### config.mk
export PLATFORM = sky130hd
export DESIGN_NAME = shift_reg_universal_flat
export DESIGN_NICKNAME = d
export VERILOG_FILES = /design/src/rtl/shift_reg_universal_if.sv /design/src/rtl/shift_reg_universal.sv /design/src/flat_wrapper.sv
export SDC_FILE = /design/constraint.sdc
export NUM_CORES = 1
export LEC_CHECK = 0
export ABC_AREA = 1
export ABC_CLOCK_PERIOD_IN_PS = 2800
export CAP_MARGIN = 20
export CORE_MARGIN = 2
export CORE_UTILIZATION = 65
export CTS_CLUSTER_DIAMETER = 120
export DETAILED_ROUTE_END_ITERATION = 7
export DONT_BUFFER_PORTS = 1
export GPL_TIMING_DRIVEN = 0
export PLACE_DENSITY = 0.84
export RECOVER_POWER = 25
export SETUP_SLACK_MARGIN = 0.1
export SYNTH_ARGS = -nofsm -noshare
export SYNTH_HDL_FRONTEND = slang
export SYNTH_SLANG_ARGS = --single-unit
### constraint.sdc
create_clock -name clk -period 2.8 [get_ports clk]
set_clock_uncertainty 0.1 [all_clocks]
set_input_delay 0.42 -clock clk [delete_from_list [all_inputs] [get_ports clk]]
set_output_delay 0.42 -clock clk [all_outputs]
set_load 0.02 [all_outputs]
### src/rtl/shift_reg_universal_if.sv
// Bus bundle for shift_reg_universal: control/data inputs and register outputs.
// SHIFT_REG_PARITY_EN adds the parity output to the bundle.
interface shift_reg_universal_if #(
  parameter int WIDTH = 8
);
  localparam int CW = $clog2(WIDTH + 1);

  logic             en;
  logic [2:0]       mode;
  logic [WIDTH-1:0] d;
  logic             sin;
  logic [WIDTH-1:0] q;
  logic             sout;
  logic [CW-1:0]    cnt;
  logic             done;
`ifdef SHIFT_REG_PARITY_EN
  logic             parity;

  modport master (output en, mode, d, sin, input q, sout, cnt, done, parity);
  modport slave  (input en, mode, d, sin, output q, sout, cnt, done, parity);
`else
  modport master (output en, mode, d, sin, input q, sout, cnt, done);
  modport slave  (input en, mode, d, sin, output q, sout, cnt, done);
`endif
endinterface

### src/rtl/shift_reg_universal.sv
// Universal WIDTH-bit register: hold/load/shift/rotate with saturating shift count and done flag.
// Optional macro SHIFT_REG_PARITY_EN drives an even-parity output of q.
module shift_reg_universal #(
  parameter int               WIDTH   = 8,
  parameter logic [WIDTH-1:0] RST_VAL = '0
) (
  input  logic                  clk,
  input  logic                  rst_n,
  input  logic                  rst,
  shift_reg_universal_if.slave  bus
);
  localparam int            CW      = $clog2(WIDTH + 1);
  localparam logic [CW-1:0] CNT_MAX = CW'(WIDTH);

  typedef enum logic [2:0] {
    MODE_HOLD  = 3'b000,
    MODE_LOAD  = 3'b001,
    MODE_SHL   = 3'b010,
    MODE_SHR   = 3'b011,
    MODE_ROL   = 3'b100,
    MODE_ROR   = 3'b101,
    MODE_RSV6  = 3'b110,
    MODE_RSV7  = 3'b111
  } mode_e;

  mode_e            mode;
  logic [WIDTH-1:0] q_q, q_d;
  logic [CW-1:0]    cnt_q, cnt_d;
  logic             done_q, done_d;
  logic             step;

  assign mode = mode_e'(bus.mode);

  always_comb begin
    q_d   = q_q;
    cnt_d = cnt_q;
    step  = 1'b0;
    unique case (mode)
      MODE_LOAD: begin
        q_d   = bus.d;
        cnt_d = '0;
      end
      MODE_SHL: begin
        q_d  = {q_q[WIDTH-2:0], bus.sin};
        step = 1'b1;
      end
      MODE_SHR: begin
        q_d  = {bus.sin, q_q[WIDTH-1:1]};
        step = 1'b1;
      end
      MODE_ROL: begin
        q_d  = {q_q[WIDTH-2:0], q_q[WIDTH-1]};
        step = 1'b1;
      end
      MODE_ROR: begin
        q_d  = {q_q[0], q_q[WIDTH-1:1]};
        step = 1'b1;
      end
      default: ;
    endcase
    // Count saturates at WIDTH while q keeps moving.
    if (step && (cnt_q != CNT_MAX)) cnt_d = cnt_q + 1'b1;
    done_d = (cnt_d == CNT_MAX);
  end

  always_ff @(posedge clk or negedge rst_n) begin
    if (!rst_n) begin
      q_q    <= RST_VAL;
      cnt_q  <= '0;
      done_q <= 1'b0;
    end else if (rst) begin
      q_q    <= RST_VAL;
      cnt_q  <= '0;
      done_q <= 1'b0;
    end else if (bus.en) begin
      q_q    <= q_d;
      cnt_q  <= cnt_d;
      done_q <= done_d;
    end
  end

  assign bus.q    = q_q;
  assign bus.cnt  = cnt_q;
  assign bus.done = done_q;
  assign bus.sout = ((mode == MODE_SHL) || (mode == MODE_ROL)) ? q_q[WIDTH-1] : q_q[0];

`ifdef SHIFT_REG_PARITY_EN
  assign bus.parity = ^q_q;
`endif
endmodule

### src/flat_wrapper.sv
// flat-port wrapper written by rule: the top's interface ports become plain ports
module shift_reg_universal_flat 
#(
  parameter int               WIDTH   = 8,
  parameter logic [WIDTH-1:0] RST_VAL = '0
)
  (clk, rst_n, rst, bus_en, bus_mode, bus_d, bus_sin, bus_q, bus_sout, bus_cnt, bus_done);
  shift_reg_universal_if #(.WIDTH(WIDTH)) bus_i ();
  input  logic clk;
  input  logic rst_n;
  input  logic rst;
  input wire logic [$bits(bus_i.en)-1:0] bus_en;
  input wire logic [$bits(bus_i.mode)-1:0] bus_mode;
  input wire logic [$bits(bus_i.d)-1:0] bus_d;
  input wire logic [$bits(bus_i.sin)-1:0] bus_sin;
  output wire logic [$bits(bus_i.q)-1:0] bus_q;
  output wire logic [$bits(bus_i.sout)-1:0] bus_sout;
  output wire logic [$bits(bus_i.cnt)-1:0] bus_cnt;
  output wire logic [$bits(bus_i.done)-1:0] bus_done;
  assign bus_i.en = bus_en;
  assign bus_i.mode = bus_mode;
  assign bus_i.d = bus_d;
  assign bus_i.sin = bus_sin;
  assign bus_q = bus_i.q;
  assign bus_sout = bus_i.sout;
  assign bus_cnt = bus_i.cnt;
  assign bus_done = bus_i.done;
  shift_reg_universal #(.WIDTH(WIDTH), .RST_VAL(RST_VAL)) u_core (.clk(clk), .rst_n(rst_n), .rst(rst), .bus(bus_i));
endmodule
Word-level counts from Yosys, hierarchy flattened
Index checks and enable logic that the tools add are counted.

storage, ports and cells
  register bits after elaboration = 13
  output and inout bits = 14

cells by class
  add/subtract/negate cells = 1
  reduce and logical (&&, ||, !) cells = 6
  mux-type cells = 11
  equality and inequality tests = 7

operator list
  cell                                                             count
  8-bit one-hot mux with 5 select lines                            1
  4-bit two-way mux                                                4
  8-bit two-way mux                                                2
  3-bit by 2-bit == test with 1-bit output, second input constant  2
  3-bit == test, second input constant                             2
  6-bit nonzero test                                               1
  4-bit by 1-bit adder with 4-bit output, second input constant    1
  4-bit == test, second input constant                             1
  1-bit two-way mux                                                4
  4-bit inequality test, second input constant                     1
  4-bit OR reduction                                               1
  3-bit by 1-bit == test with 1-bit output, second input constant  1
  2-bit AND reduction                                              1
  2-bit nonzero test                                               1
  1-bit logical AND                                                1
  1-bit logical OR                                                 1

Longest topological paths before layout
  depth after elaboration = 8
  depth in mapped cells = 10

Worst setup path after synthesis
No wires, ideal clock.

  path type = input to output
  start point = in bus_mode[1]
  end point = out bus_sout
  slack = 1126 ps
  arrival = 1154 ps
  stages = 4
  required time = 2280 ps
  path buffers = 0
  cells stage by stage = nor2_1 > nand2_2 > nand2_4 > o21ai_0

on the way
  longest elaborated chain between the ends = 3
  elaborated cells between the ends (all ways) = 4
  those cells by class = eq/ne (2); mux (1); reduce/logical (1)

RTL lines
  what                                                                              RTL line                   RTL
  start, declared                                                                   flat_wrapper.sv:13         input wire logic [$bits(bus_i.mode)-1:0] bus_mode;
  3-bit by 2-bit == test with 1-bit output / 3-bit == test (equally long branches)  shift_reg_universal.sv:85  assign bus.sout = ((mode == MODE_SHL) || (mode == MODE_ROL)) ? q_q[WIDTH-1] : q_q[0];
  1-bit logical OR *                                                                shift_reg_universal.sv:85
  1-bit two-way mux *                                                               shift_reg_universal.sv:85
  end, declared                                                                     flat_wrapper.sv:17         output wire logic [$bits(bus_i.sout)-1:0] bus_sout;

Mark *: on every way between the ends. The rest lies on a longest branch, timed or not.

Final worst setup path
  start point = reg u_core.q_q[0] (netlist: u_core.bus.q[0])
  end point = out bus_sout

on the way
  longest elaborated chain between the ends = 1

RTL lines
  what                    RTL line                   RTL
  start, declared         shift_reg_universal.sv:27  logic [WIDTH-1:0] q_q, q_d;
  start signal, assigned  shift_reg_universal.sv:76  q_q <= q_d;
  1-bit two-way mux       shift_reg_universal.sv:85

No other way between the ends.

==> impl_metrics.toml <==
[clock_tree]
clk_latency_ps = 280
root_buffer = "clkbuf_4"
htree_levels = 1
cts_tree = "built"
cts_buffers = 3
path_clk_slew_ps = 80
clkSinkCount = 13
cts_resized = 0
clockBufferDepth = 2

[sta]
worst_slew_pin_slew_ps = 618.7
drv_slew = 0
fmax_mhz = 517.2
fin_crit_sh_pct = 69.05
post-route-min-period_ps = 1933
tns_ps = 0
finalSetupViolations = 0
finalHoldViolCount = 0
rsz0062_at_grt = "no"
max_slew_margin_pct = 58.32

[power_and_ir_drop]
irDropWorstVdd_mv = 0.3327
power_leakage_nw = 0.5078
total_power_mw = 0.4660
power_density_mw_per_mm2 = 479.4

[logic_synthesis]
yosys.cell_types.count = 23
synth_warnings = 0
ys.flop_type = "dfrtp_1"
yosysSeqAreaShare_pct = 35.52
synthCells = 132
syn_avg_cell_area_um2 = 6.938
synth.area.top_cells = "dfrtp_1 36%, nand2_1 22%, nand3_1 8.2%, inv_1 3.7%, o21ai_1 3.3%"
synth_edf_count = 0
synth_seq_cells = 13
syn-cell-area_um2 = 915.9
yosys.cell_count.top_type = "nand2_1"
synthDominantCellAreaShare_pct = 35.52
synth-async-reset-ratio_pct = 100.0
yosys-top-cells-count = "53 x nand2_1, 15 x nand3_1, 13 x dfrtp_1, 9 x inv_1, 6 x o21ai_1"
yosysTopAreaCell = "dfrtp_1"
syn_nets = 150

[floorplanning]
coreArea_mm2 = 0.001301
die_area_mm2 = 0.001725
start_util_pct = 70.38
die_y_um = 41.54
die_x_um = 41.54
rows = 13
io_pins = 30

[worst_setup_path]
crit_chain = "inv_1 > o21ai_0"
crit_path_end_kind = "output pin"
worst_path_largest_cell_delay_ps = 550
r2r_slack_ps = 1080
required_ps = 2280
critPathArrivalTime_ps = 1410
crit_path_top_delay_cell = "dfrtp_1"
setup.worst_path.start_class = "register"
cp_max_fo = 5
cp.buffers_inverters = 1
worst-setup-path-type = "reg2out"
critical_path.top_delay_family = "flip-flops"

[grt]
grtUsageTotal_pct = 26.65
grt_overflow_total = 0
grt_antenna_before_repair = 0
grt_pass1_wl_um = 3643
grt_pass1_vias = 837
grt_max_degree = 14

[placed_design]
dp_cells = 147
gp_congestion = 0.7936
placement.io_buffers = 0
dp_hpwl_um = 1597

[routing]
routedWlPerCell_um = 13.74
viasPerCell = 5.921
drtPass1Iterations = 4
routed_wl_um = 2088
drc = 0
vias = 900
first_iter_violations = 16
drtAntennaViolNets = 0

[cells_and_area]
drive_above_1_share_pct = 13.14
fin_cells = 152
fillers = 106
num_antenna_cells = 0
final_nets = 156
area_delta_synth_final_pct = 6.148

[status]
status = "complete, no violations"

[worst_hold_path]
hold_path.class = "in2reg"

[flow_run]
maxCapViolCount = 0
-- metal layers --
metal	track usage [%]	vias up	part of all wire (%)
met3	8.261	0	5.5
li1	-	442	-
met2	46.25	24	51
met1	33.14	434	43
met5	0	-	0
met4	3.871	0	0
-- logic make-up (layout without fill, tap and decap cells) --
group	Yosys count	in the layout	share of synthesized area, %
adder cells (fa/ha/maj)	2	2	2.732
AO/OA/AOI/OAI	18	18	11.61
buffers and inverters	14	19	5.873
flip-flops	13	13	35.52
XOR/XNOR	1	1	0.9565
AND/OR/NAND/NOR	84	84	43.31
-- flip-flops by register name, summed over array words and instances, names as in the netlist --
signal	flops
u_core.bus.q	8
u_core.bus.done	1
u_core.bus.cnt	4
-- cell usage in the layout, fill, tap and decap left out, drive strengths merged --
cell         count
o21ai           10
ha               2
a21oi            2
nand3           17
clkinv           2
nor2             7
nand4            3
o22ai            2
nand2           56
xor2             1
dlygate4sd3      1
inv             13
nor3             1
clkbuf           3
a22oi            4
dfrtp           13
-- worst paths after layout --
path | endpoint | start | depth (start not counted)
setup reg to reg | u_core.bus.done | u_core.bus.cnt[0] | 9
hold / removal | u_core.bus.done | bus_en | 3
setup / recovery | bus_sout | u_core.bus.q[0] | 2
min in group asynchronous | u_core.bus.q[0] | rst_n | 1
hold reg to reg | u_core.bus.done | u_core.bus.done | 2
max in group asynchronous | u_core.bus.cnt[0] | rst_n | 1
-- timing repair --
action,4_1_cts,5_1_grt
buffers inserted,0,0
hold buffers,1,0
hold endpoints to repair,13,0
-- tightest hold or removal path, cell delays in order --
cell and delay (ps):
nor2_1 50, nand2_1 60, nand2_1 50
-- cell type report --
cell class | count | area, um2 | share of cell area, %
Multi-Input combinational cell | 105 | 536.8 | 55.21
Clock buffer | 3 | 22.52 | 2.317
Clock inverter | 1 | 5.005 | 0.5148
Timing Repair Buffer | 1 | 10.01 | 1.030
Sequential cell | 13 | 325.3 | 33.46
Inverter | 14 | 53.80 | 5.534
Tap cell | 15 | 18.77 | 1.931
-- power breakdown --
| part | internal (mW) | switching (mW) |
|---|---|---|
| Sequential | 0.202 | 0.0423 |
| Clock | 0.0530 | 0.0639 |
| Combinational | 0.0356 | 0.0691 |
-- per-stage QoR --
| step | worst slack [ps] | utilization, % | hold WS [ps] | cell area (um2) |
|---|---|---|---|---|
| 3_3_place_gp | 1073 | 71.83 | 24.67 | 934.6 |
| 2_1_floorplan | 1126 | - | 24.41 | 915.9 |
| 5_1_grt | 781.0 | 74.71 | 235.9 | 972.2 |
| 4_1_cts | 858.9 | 74.71 | 230.9 | 972.2 |
| 3_5_place_dp | 1063 | 71.83 | 24.67 | 934.6 |
| 6_report | 866.6 | 74.71 | 233.2 | 972.2 |
Power figures use the tool's default switching activity.
